<file path="config.mk">
export PLATFORM = sky130hd
export DESIGN_NAME = int_ctrl_nested
export DESIGN_NICKNAME = d
export VERILOG_FILES = /design/src/rtl/int_pkg.sv /design/src/rtl/int_edge_latch.sv /design/src/rtl/int_ctrl_nested.sv
export SDC_FILE = /design/constraint.sdc
export NUM_CORES = 1
export LEC_CHECK = 0
export BUFFER_PORTS_ARGS = -buffer_cell sky130_fd_sc_hd__buf_2
export CAP_MARGIN = 10
export CELL_PAD_IN_SITES_DETAIL_PLACEMENT = 1
export CELL_PAD_IN_SITES_GLOBAL_PLACEMENT = 1
export CORE_UTILIZATION = 31
export DETAILED_ROUTE_END_ITERATION = 10
export MAX_ROUTING_LAYER = met4
export PLACE_DENSITY = 0.77
export SYNTH_ARGS = -nofsm -noshare
export SYNTH_HDL_FRONTEND = slang
export SYNTH_SLANG_ARGS = --single-unit
export TNS_END_PERCENT = 5
</file>
<file path="constraint.sdc">
create_clock -name clk -period 1.63 [get_ports clk]
set_input_delay 0.0815 -clock clk [delete_from_list [all_inputs] [get_ports clk]]
set_output_delay 0.0815 -clock clk [all_outputs]
set_load 0.01 [all_outputs]
</file>
<file path="src/rtl/int_pkg.sv">
// Shared definitions for the nested interrupt controller.
//   NUM_LEVELS      : number of request levels (1..3, level 3 highest)
//   LVL_*           : 2-bit level encodings, LVL_NONE means "no level"
//   int_state_e     : request FSM states
//   highest_lvl()   : index of the highest set bit of a level vector
//   lvl_onehot()    : level index to one-hot level vector
package int_pkg;

    localparam int NUM_LEVELS = 3;

    localparam logic [1:0] LVL_NONE = 2'd0;
    localparam logic [1:0] LVL_1    = 2'd1;
    localparam logic [1:0] LVL_2    = 2'd2;
    localparam logic [1:0] LVL_3    = 2'd3;

    typedef enum logic {
        IDLE = 1'b0,
        REQ  = 1'b1
    } int_state_e;

    function automatic logic [1:0] highest_lvl(input logic [NUM_LEVELS:1] v);
        logic [1:0] lvl;
        if (v[3])      lvl = LVL_3;
        else if (v[2]) lvl = LVL_2;
        else if (v[1]) lvl = LVL_1;
        else           lvl = LVL_NONE;
        return lvl;
    endfunction

    function automatic logic [NUM_LEVELS:1] lvl_onehot(input logic [1:0] lvl);
        logic [NUM_LEVELS:1] m;
        for (int k = 1; k <= NUM_LEVELS; k++) begin
            m[k] = (lvl == 2'(k));
        end
        return m;
    endfunction

endpackage

</file>
<file path="src/rtl/int_edge_latch.sv">
// Rising-edge capture for one interrupt source.
//   clk      : system clock
//   clr      : synchronous active-high reset
//   req_i    : raw request line, sampled every clock
//   ack_clr_i: clears the pending bit (request accepted)
//   pend_o   : sticky pending bit
// A new edge wins over a simultaneous clear so that the source re-pends.
module int_edge_latch (
    input  logic clk,
    input  logic clr,
    input  logic req_i,
    input  logic ack_clr_i,
    output logic pend_o
);

    logic hist_q;
    logic pend_q;
    logic pend_d;
    logic rise;

    assign rise = req_i & ~hist_q;

    always_comb begin
        pend_d = pend_q;
        if (rise)           pend_d = 1'b1;
        else if (ack_clr_i) pend_d = 1'b0;
    end

    always_ff @(posedge clk) begin
        if (clr) begin
            hist_q <= 1'b0;
            pend_q <= 1'b0;
        end else begin
            hist_q <= req_i;
            pend_q <= pend_d;
        end
    end

    assign pend_o = pend_q;

endmodule

</file>
<file path="src/rtl/int_ctrl_nested.sv">
// Three-level nested priority interrupt controller (inter3 > inter2 > inter1).
// Presents one request with its handler vector to the CPU, and tracks nesting
// through int_ack (accept) and eret (return) strobes.
//   clk, clr             : clock, synchronous active-high reset
//   inter1..inter3       : request lines, rising edge sets pending
//   ie                   : global interrupt enable
//   int_ack, eret        : CPU accept / return strobes
//   int_req, int_vec,
//   int_level            : registered request, handler address and level
//   inter_running1..3    : levels in service (possibly preempted)
// Optional build macro INT_CTRL_STAT_EN adds int_count (accepted interrupts)
// and int_max_depth (peak simultaneous running levels since reset).
//
// state | meaning
// IDLE  | no request presented; waits for ie and a qualifying candidate
// REQ   | int_req high, presenting the current candidate level
module int_ctrl_nested
    import int_pkg::*;
#(
    parameter logic [31:0] VEC_BASE   = 32'h0000_0100,
    parameter logic [31:0] VEC_STRIDE = 32'h0000_0020
) (
    input  logic        clk,
    input  logic        clr,
    input  logic        inter1,
    input  logic        inter2,
    input  logic        inter3,
    input  logic        ie,
    input  logic        int_ack,
    input  logic        eret,
    output logic        int_req,
    output logic [31:0] int_vec,
    output logic [1:0]  int_level,
`ifdef INT_CTRL_STAT_EN
    output logic [31:0] int_count,
    output logic [1:0]  int_max_depth,
`endif
    output logic        inter_running1,
    output logic        inter_running2,
    output logic        inter_running3
);

    logic [NUM_LEVELS:1] req_v;
    logic [NUM_LEVELS:1] pend;
    logic [NUM_LEVELS:1] ack_clr;
    logic [NUM_LEVELS:1] eret_clr;
    logic [NUM_LEVELS:1] above_cur;
    logic [NUM_LEVELS:1] run_q;
    logic [NUM_LEVELS:1] run_d;
    logic [1:0]          cur;
    logic [1:0]          cand;
    logic                cand_ok;
    logic                ack_take;

    int_state_e  state_q;
    logic        int_req_q;
    logic [1:0]  int_level_q;
    logic [31:0] int_vec_q;

    assign req_v = {inter3, inter2, inter1};

    for (genvar k = 1; k <= NUM_LEVELS; k++) begin : g_src
        int_edge_latch u_latch (
            .clk      (clk),
            .clr      (clr),
            .req_i    (req_v[k]),
            .ack_clr_i(ack_clr[k]),
            .pend_o   (pend[k])
        );
    end

    function automatic logic [31:0] vec_of(input logic [1:0] lvl);
        return VEC_BASE + ({30'd0, lvl} - 32'd1) * VEC_STRIDE;
    endfunction

    // Only pending levels strictly above the level in service may be presented.
    always_comb begin
        cur = highest_lvl(run_q);
        for (int k = 1; k <= NUM_LEVELS; k++) begin
            above_cur[k] = (2'(k) > cur);
        end
        cand     = highest_lvl(pend & above_cur);
        cand_ok  = (cand != LVL_NONE);
        ack_take = (state_q == REQ) && int_ack && cand_ok;
        ack_clr  = ack_take ? lvl_onehot(cand) : '0;
        eret_clr = eret ? lvl_onehot(cur) : '0;
        // eret retires the level in service at cycle start; a same-cycle
        // accept lands on a strictly higher bit, so both apply.
        run_d    = (run_q & ~eret_clr) | ack_clr;
    end

    always_ff @(posedge clk) begin
        if (clr) begin
            state_q     <= IDLE;
            int_req_q   <= 1'b0;
            int_level_q <= LVL_NONE;
            int_vec_q   <= '0;
            run_q       <= '0;
        end else begin
            run_q <= run_d;
            case (state_q)
                IDLE: begin
                    if (ie && cand_ok) begin
                        state_q     <= REQ;
                        int_req_q   <= 1'b1;
                        int_level_q <= cand;
                        int_vec_q   <= vec_of(cand);
                    end
                end
                REQ: begin
                    if (ack_take || !ie || !cand_ok) begin
                        state_q     <= IDLE;
                        int_req_q   <= 1'b0;
                        int_level_q <= LVL_NONE;
                        int_vec_q   <= '0;
                    end else begin
                        // Late higher-priority arrivals upgrade the presented level.
                        int_level_q <= cand;
                        int_vec_q   <= vec_of(cand);
                    end
                end
            endcase
        end
    end

    assign int_req        = int_req_q;
    assign int_level      = int_level_q;
    assign int_vec        = int_vec_q;
    assign inter_running1 = run_q[1];
    assign inter_running2 = run_q[2];
    assign inter_running3 = run_q[3];

`ifdef INT_CTRL_STAT_EN
    logic [31:0] count_q;
    logic [1:0]  depth_q;
    logic [1:0]  depth_d;

    assign depth_d = 2'({1'b0, run_d[1]} + {1'b0, run_d[2]} + {1'b0, run_d[3]});

    always_ff @(posedge clk) begin
        if (clr) begin
            count_q <= '0;
            depth_q <= '0;
        end else begin
            if (ack_take) count_q <= count_q + 32'd1;
            if (depth_d > depth_q) depth_q <= depth_d;
        end
    end

    assign int_count     = count_q;
    assign int_max_depth = depth_q;
`endif

endmodule

</file>
[Word level (Yosys, flattened, before mapping)]
Index checks and enable logic that the tools add are counted.
Word-level totals
  register bits: 45
  input bits: 8
Operators by class
  add/subtract/negate cells: 2
  $lt $le $gt $ge: 3
  equal/unequal tests: 8
  muxes and demuxes: 26
  bitwise logic cells: 11
  reduce and logical (&&, ||, !) cells: 12
Operators with widths (number)
  $mux W32: 2
  $pmux W32 S2: 1
  $mux W1: 12
  $mux W2: 6
  $add A10 B8 Y11 const A: 1
  $eq A2 B2 Y1 const B: 4
  $reduce_bool A2 Y1: 4
  $and A3 B3 Y3: 2
  $mux W3: 2
  $eq A2 B1 Y1 const B: 2
  $gt A2 B2 Y1 const A: 2
  $not A1 Y1: 4
  $pmux W1 S2: 2
  $pmux W2 S2: 1
  $and A1 B1 Y1: 3
  $logic_and A1 B1 Y1: 3
  $not A3 Y3: 1
  $or A3 B3 Y3: 1
  $sub A2 B1 Y3 const B: 1
  $gt A1 B2 Y1 const A: 1
  $logic_not A1 Y1: 2
  $logic_or A1 B1 Y1: 2
  $ne A2 B1 Y1 const B: 1
  $ne A2 B2 Y1 const B: 1
  $reduce_and A2 Y1: 1

[Logic depth before layout (Yosys ltp)]
Gate-level depths: netlist of the first run.
  depth in word-level cells: 14
  gate-level depth with buffers: 5
  depth with buffers taken out: 3

[Cells and area by module]
A second synthesis of the first run with hierarchy kept.
Unflattened totals
  cell total of the unflattened synthesis: 102
  area total of the unflattened synthesis: 934.6 um2
Modules (own cells, without submodules)
  int_ctrl_nested: instances 1, cells each 84, area each 732.0 um2, seq. area each 220.2 um2
  int_edge_latch: instances 3, cells each 6, area each 67.6 um2, seq. area each 40.0 um2

[Worst setup path after synthesis of the first run]
No wires, ideal clock.
  path type: register to register
  from: reg run_q[2] (netlist name)
  to: reg int_vec_q[6] (netlist: int_vec[6])
  arrival time: 1.155 ns
  data required time: 1.513 ns
  slack: 0.358 ns
  cell stages (with the launch flop): 5
  path buffers: 1
  period minus slack after synthesis: 1.272 ns
  cell sequence: dfxtp_1 -> nor2b_1 -> a211o_1 -> buf_6 -> a32o_1
Between the ends
  longest elaborated chain between the ends: 13
RTL lines
  start, declared: line int_ctrl_nested.sv:48  | logic [NUM_LEVELS:1] run_q;
  start signal, assigned: line int_ctrl_nested.sv:100  | run_q <= run_d;
  $mux W2 *: line int_pkg.sv:24  | else if (v[2]) lvl = LVL_2;
  $mux W2 *: line int_pkg.sv:23  | if (v[3]) lvl = LVL_3;
  $gt A1 B2 Y1: line int_ctrl_nested.sv:80  | above_cur[k] = (2'(k) > cur);
  $and A3 B3 Y3 *: line int_ctrl_nested.sv:82  | cand = highest_lvl(pend & above_cur);
  $mux W1: line int_pkg.sv:25  | else if (v[1]) lvl = LVL_1;
  $mux W2: line int_pkg.sv:24
  $mux W2 *: line int_pkg.sv:23
  parallel branches: the longest is 6 deep, another holds $add A10 B8 Y11
  end signal, assigned: line int_ctrl_nested.sv:107  | int_vec_q <= vec_of(cand);
  end signal, assigned: line int_ctrl_nested.sv:119  | int_vec_q <= vec_of(cand);
  end, declared: line int_ctrl_nested.sv:58  | logic [31:0] int_vec_q;
Every way passes the cells marked *. The select of a mux whose other input is x is not followed.
A chain may end at the register's enable or synchronous reset.

[Final worst setup path of the first run]
  from: reg g_src[3].u_latch.pend_q
  to: reg int_vec_q[5] (netlist: int_vec[5])
Between the ends
  longest elaborated chain between the ends: 8
RTL lines
  start, declared: line int_edge_latch.sv:17  | logic pend_q;
  start signal, assigned: line int_edge_latch.sv:35  | pend_q <= pend_d;
  $and A3 B3 Y3 *: line int_ctrl_nested.sv:82
  $mux W2 *: line int_pkg.sv:23
  parallel branches: the longest is 6 deep, another holds $add A10 B8 Y11
Marked as above.

==> results by group, run 1 <==
Run status
  • Status: finished clean

Detailed routing
  • Count of unresolved DRC violations after routing: 0
  • Vias/cell: 4.36
  • Iteration count of the initial detailed-routing pass: 3
  • Detailed router's first-iteration violation count: 4
  • Via Count: 667
  • Routed length per placed instance: 10.8 µm
  • Remaining antenna violation count: 0
  • Final wirelength: 1.66 mm

Worst setup path
  • Data required time at the worst endpoint: 1.83 ns
  • Crit path launch type: flip-flop
  • Critical R2R Launch: g_src[3].u_latch.pend_o
  • Critical path's largest stage delay: 0.53 ns
  • Beginning of the critical path: g_src[3].u_latch.pend_o
  • Cell at the slowest stage of the critical path: dfxtp_1
  • Worst path arrival time: 1.60 ns
  • Crit Path Max Fanout: 9
  • Kind of capture point of the worst setup path: flip-flop
  • Critical Path, Cell by Cell: nor2_2 -> a211o_1 -> a32o_1
  • Type of the setup path with the least slack: flip-flop to flip-flop

Synthesis
  • Number of enable-type register cells in the synthesized netlist: 0
  • Sequential fraction of the synthesis area: 37.1%
  • Combined area of all synthesized cells: 917 µm²
  • Number of warnings issued by yosys: 0
  • Top_reg_cell synth: dfxtp_1
  • Flip-flop and latch count after synthesis: 17
  • Number of unique standard cell types used by synthesis: 30
  • Gate count of the mapped netlist: 104
  • Share of flip-flops with an asynchronous set or reset: 0%
  • Average cell area after synthesis: 8.82 µm²

Power
  • Total Power Consumption: 0.826 mW
  • Reported leakage power: 0.463 nW
  • Worst-case vdd ir drop: 0.000513 V
  • Power density relative to cell area: 873 mW/mm²

Worst hold path
  • Class of the most critical hold timing path: primary input to flip-flop
  • Hold Path Origin: inter2

Die
  • Horiz. Die Dim: 56.4 µm
  • Boundary pin count: 46
  • Standard cell core area: 0.00278 mm²
  • Initial core utilization: 33.0%
  • Y dimension of the die: 56.4 µm
  • Total Die Area: 0.00318 mm²
  • Cell Rows: 19

Timing
  • Final cycle utilization of the critical path: 86.2%
  • Final max-slew violation count: 0
  • Final-layout setup total negative slack: 0 ns
  • Final setup fails: 0
  • Post-layout minimum cycle time: 1.41 ns
  • Worst setup skew after layout: 0.00822 ns
  • Worst hold-check slack: 0.0410 ns
  • Setup repair after global routing missed its margin: false
  • Maximum clock frequency: 711 MHz
  • Final hold vios: 0

Global route
  • Number of antenna violations at the first check in global routing: 0
  • Total routing usage reported by global routing: 11.3%
  • Largest net degree at the start of global routing: 15
  • Final global-route overflow total: 0
  • Via count of the first global-routing pass: 605
  • Wire length of the first global-routing pass: 2.70 mm

Final layout
  • Multi-input combinational cell area: 438 µm²
  • Post-route core utilization: 34.0%
  • Proportion of layout cells with a drive suffix above 1: 17.2%
  • Commonest cells after routing, fill and taps aside: conb_1, dfxtp_1, buf_2
  • FILL cells: 360
  • Number of nets in the layout: 131
  • Most common cell after layout, fill and taps aside: conb_1
  • Antenna fix cells: 0
  • Sequential cell area in the final layout: 340 µm²
  • Synthesis-to-layout area growth: 3.14%

CTS
  • Clock-pin slew of the registers on the worst-case setup and hold paths: 0.10 ns
  • Clock Path Buffers: 2
  • Clock root buffer: clkbuf_4
  • CTS tree: yes
  • Clk Latency, worst-skew pair: 0.29 ns
  • Number of sinks handled by clock tree synthesis: 17
  • CTS H-tree lvls: 1
  • Inserted Clock Buffers: 3

Place
  • DPL Wire Length: 1.30 mm
  • Buffers added on ports: 17
  • GP Congestion: 0.821

Job
  • Max-cap check violation count: 0
repair_timing:
item,4_1_cts,5_1_grt
setup endpoints to repair,0,0
buffers inserted,0,0
endpoints found under the hold margin,1,0
hold buffers,1,0
resized for setup,0,0
cells in the mapped netlist, types with 2 or more instances:
| cell type | count | area share, % |
|---|---|---|
| mux2i_1 | 2 | 2.2 |
| inv_1 | 2 | 0.82 |
| nand2_1 | 3 | 1.2 |
| a32o_1 | 3 | 3.3 |
| nor2b_1 | 7 | 4.8 |
| buf_4 | 29 | 24 |
| a21oi_1 | 6 | 3.3 |
| nor2_1 | 8 | 3.3 |
| o21ai_0 | 3 | 1.6 |
| dfxtp_1 | 17 | 37 |
| and2_1 | 2 | 1.4 |
| nand2b_1 | 4 | 2.7 |
kinds of logic after synthesis:
group	Yosys count	share of synthesized area, %
AO/OA/AOI/OAI	19	14.6
buffers and inverters	33	26.2
AND/OR/NAND/NOR	32	19.5
flip-flops	17	37.1
other	1	0.409
multiplexers	2	2.18
sequential cells by signal, indices dropped and copies added (netlist names):
name and cells:
run_q 3, g_src.u_latch.pend_o 3, int_vec 4, state_q 1, int_level 2, g_src.u_latch.hist_q 3
int_req 1
final timing paths:
check,to,slack (ns),cells past startpoint
worst max register to register,int_vec[5],0.22,3
worst max-delay path,int_vec[5],0.22,3
worst min register to register,int_vec[8],0.46,2
worst min-delay path,g_src[2].u_latch.hist_q,0.04,2
layout make-up:
class	count	share of cell area, %
clock buffer	4	2.78
inverter	2	0.794
multi-input combinational	81	46.3
sequential	17	36.0
tap	31	4.10
timing repair buffer	18	10.1
stage by stage:
stage	std cells	instance area (µm²)	setup slack [ns]
floorplan	131	1020	0.358
global placement	148	910	0.291
detailed placement	148	910	0.245
CTS	153	946	0.232
global route	153	946	0.145
finish	153	946	0.225
critical path: cells and delay by family (launching register included):
kind | cells | cell delay [ns]
AOI/OAI and AO/OA | 2 | 0.69
DFF | 1 | 0.53
and+or+nand+nor | 1 | 0.10
where the power goes:
group | switching, mW | leakage [nW] | total, mW | internal, mW
combinational | 0.0849 | 0.309 | 0.136 | 0.0513
sequential | 0.0226 | 0.140 | 0.463 | 0.441
clock | 0.131 | 0.0150 | 0.226 | 0.0952
total | 0.239 | 0.463 | 0.826 | 0.587
per-layer routing:
| layer | share of wire (%) | vias to the layer above | global-route usage (%) |
|---|---|---|---|
| met5 | 0 | - | - |
| met4 | 1.9 | 0 | 4.18 |
| met3 | 6.0 | 4 | 4.38 |
| met2 | 47 | 26 | 17.7 |
| met1 | 45 | 307 | 13.1 |
| li1 | - | 330 | - |
(Power assumes the default switching activity.)
==> run 2, diff against run 1 <==
Settings changed: ABC_AREA set to 1, CORE_UTILIZATION 31 to 30, PLACE_DENSITY 0.77 to 0.78, SLEW_MARGIN set to 20.
==> results by group, run 2 <==
Run status
  • Status: finished clean

Synthesis
  • Compound-gate portion of the synthesized area: 7.99%
  • Number of unique standard cell types used by synthesis: 20
  • Fraction of synthesized cell area in xor and xnor cells: 0%
  • Share of the synthesized area in the top cell type: 38.8%
  • Combined area of all synthesized cells: 877 µm²
  • Top_reg_cell synth: dfxtp_1
  • Cell taking the most area after synthesis: dfxtp_1
  • Flip-flop and latch count after synthesis: 17
  • Cells taking the most area after synthesis: dfxtp_1, buf_4, inv_1
  • Most frequent cells after synthesis: buf_4, dfxtp_1, inv_1
  • Number of warnings issued by yosys: 0
  • Synthesized-area fraction occupied by adder cells: 0%
  • Sequential fraction of the synthesis area: 38.8%
  • Number of enable-type register cells in the synthesized netlist: 0
  • Share of flip-flops with an asynchronous set or reset: 0%
  • Dominant cell by count in the synthesized netlist: buf_4
  • Average cell area after synthesis: 7.56 µm²
  • Combinational family with the most area after synthesis: buffers and inverters
  • Gate count of the mapped netlist: 116
  • Mux cell area share after synthesis: 0%
  • Simple-gate area share of the yosys netlist: 21.0%

Worst setup path
  • Type of the setup path with the least slack: flip-flop to flip-flop
  • Kind of capture point of the worst setup path: flip-flop
  • Worst path arrival time: 1.42 ns
  • Cell at the slowest stage of the critical path: dfxtp_1
  • Crit Path Max Fanout: 5
  • Critical path's largest stage delay: 0.37 ns
  • Critical Path, Cell by Cell: nor2_2 -> nand2_2 -> nor3_1 -> inv_1 -> a21oi_1 -> nor2_1
  • Data required time at the worst endpoint: 1.81 ns
  • Crit path launch type: flip-flop

Place
  • Number of placed instances with taps included: 162
  • DPL Wire Length: 1.36 mm
  • GP Congestion: 0.733
  • Placed cell areas: 887 µm²
  • Buffers added on ports: 17

Timing
  • Worst setup skew after layout: 0.000599 ns
  • Maximum clock frequency: 806 MHz
  • Final setup fails: 0
  • Final-layout setup total negative slack: 0 ns
  • Final hold vios: 0
  • Post-layout minimum cycle time: 1.24 ns
  • Final max-slew violation count: 0
  • Final cycle utilization of the critical path: 76.1%
  • Setup repair after global routing missed its margin: false

CTS
  • Inserted Clock Buffers: 3
  • Resized Gates After CTS: 0
  • Clk Latency, worst-skew pair: 0.28 ns
  • Post CTS Setup Buffer Count: 0
  • Number of sinks handled by clock tree synthesis: 17
  • Clock-pin slew of the registers on the worst-case setup and hold paths: 0.09 ns
  • Clock root buffer: clkbuf_4
  • Number of hold-repair buffers added at the cts stage: 0
  • Clock Path Buffers: 2
  • CTS H-tree lvls: 1
  • CTS tree: yes

Final layout
  • Final Non-Filler Cells: 166
  • Proportion of layout cells with a drive suffix above 1: 21.5%
  • Commonest cells after routing, fill and taps aside: conb_1, dfxtp_1, buf_2
  • Number of nets in the layout: 144
  • Antenna fix cells: 0
  • Synthesis-to-layout area growth: 4.14%
  • Largest register FFs: 4
  • Post-layout instance area: 913 µm²
  • Post-route core utilization: 33.1%
  • Most common cell after layout, fill and taps aside: conb_1

Global route
  • Largest net degree at the start of global routing: 12
  • Wire length of the first global-routing pass: 2.81 mm
  • Number of antenna violations at the first check in global routing: 0
  • Final global-route overflow total: 0
  • Via count of the first global-routing pass: 698
  • Total routing usage reported by global routing: 11.7%

Die
  • Y dimension of the die: 56.1 µm
  • Standard cell core area: 0.00276 mm²
  • Total Die Area: 0.00314 mm²
  • Cell Rows: 19
  • Horiz. Die Dim: 56.1 µm
  • Boundary pin count: 46
  • Initial core utilization: 31.8%

Power
  • Total Power Consumption: 0.823 mW
  • Reported leakage power: 0.499 nW
  • Worst-case vdd ir drop: 0.000644 V
  • Power density relative to cell area: 901 mW/mm²

Worst hold path
  • Class of the most critical hold timing path: primary input to flip-flop

Detailed routing
  • Iteration count of the initial detailed-routing pass: 2
  • Remaining antenna violation count: 0
  • Routed length per placed instance: 9.88 µm
  • Vias/cell: 4.17
  • Count of unresolved DRC violations after routing: 0
  • Detailed router's first-iteration violation count: 5
  • Via Count: 693
  • Final wirelength: 1.64 mm

Job
  • Max-cap check violation count: 0
==> run 2: cell count changes after synthesis, moves of 2 or more <==
cell,delta
inv_1,+13
nand2_1,+8
nor2b_1,-7
nor2_1,+6
nand2b_1,-4
a32o_1,-3
nand2_2,+3
nand4_1,+3
and2_1,-2
mux2i_1,-2
nand3_1,+2
nand3_2,+2
o21ai_1,+2
==> run 2: worst max-delay path, delay by kind of cell (launching register included) <==
family	cells	cell delay [ns]
AO/OA/AOI/OAI	1	0.14
buffers and inverters	1	0.09
flip-flops	1	0.37
AND/OR/NAND/NOR	4	0.54
==> run 2: final timing paths <==
path              slack (ns)       start  depth (start not counted)                 endpoint
hold / removal         0.007      inter1                          3  g_src[1].u_latch.hist_q
setup reg to reg        0.39    run_q[3]                          6  g_src[2].u_latch.pend_o
setup / recovery        0.39    run_q[3]                          6  g_src[2].u_latch.pend_o
hold reg to reg         0.43  int_vec[7]                          2               int_vec[7]
==> run 2: stage by stage <==
stage / setup WS, ns / hold WS (ns)
6_report: 0.389 / 0.00747
3_5_place_dp: 0.411 / 0.308
2_1_floorplan: 0.523 / 0.206
3_3_place_gp: 0.522 / 0.301
5_1_grt: 0.280 / 0.0174
4_1_cts: 0.375 / 0.00355
==> run 2: cell families after synthesis <==
logic type | after synthesis
DFF | 17
and+or+nand+nor | 39
AOI/OAI and AO/OA | 13
buffers and inverters | 46
other | 1
==> run 2: area by class of cell <==
cell class                      count  area [µm²]
Tap cell                           31        38.8
Timing Repair Buffer               17        85.1
Sequential cell                    17         340
Multi-Input combinational cell     80         359
Inverter                           17        63.8
Fill cell                         372        1840
Clock buffer                        4        26.3
==> run 2: power breakdown <==
part,switching [mW],internal (mW)
registers,0.0152,0.443
logic,0.103,0.0436
clock network,0.123,0.0950
total,0.241,0.581
==> run 2: layer usage <==
layer / up-vias / share of wire [%] / global-route usage (%) / routed length [µm]
met1: 318 / 40 / 11.1 / 663
met3: 4 / 7.9 / 5.12 / 130
li1: 338 / - / - / -
met2: 33 / 50 / 21.1 / 819
met5: - / 0 / - / 0
met4: 0 / 1.6 / 3.83 / 26
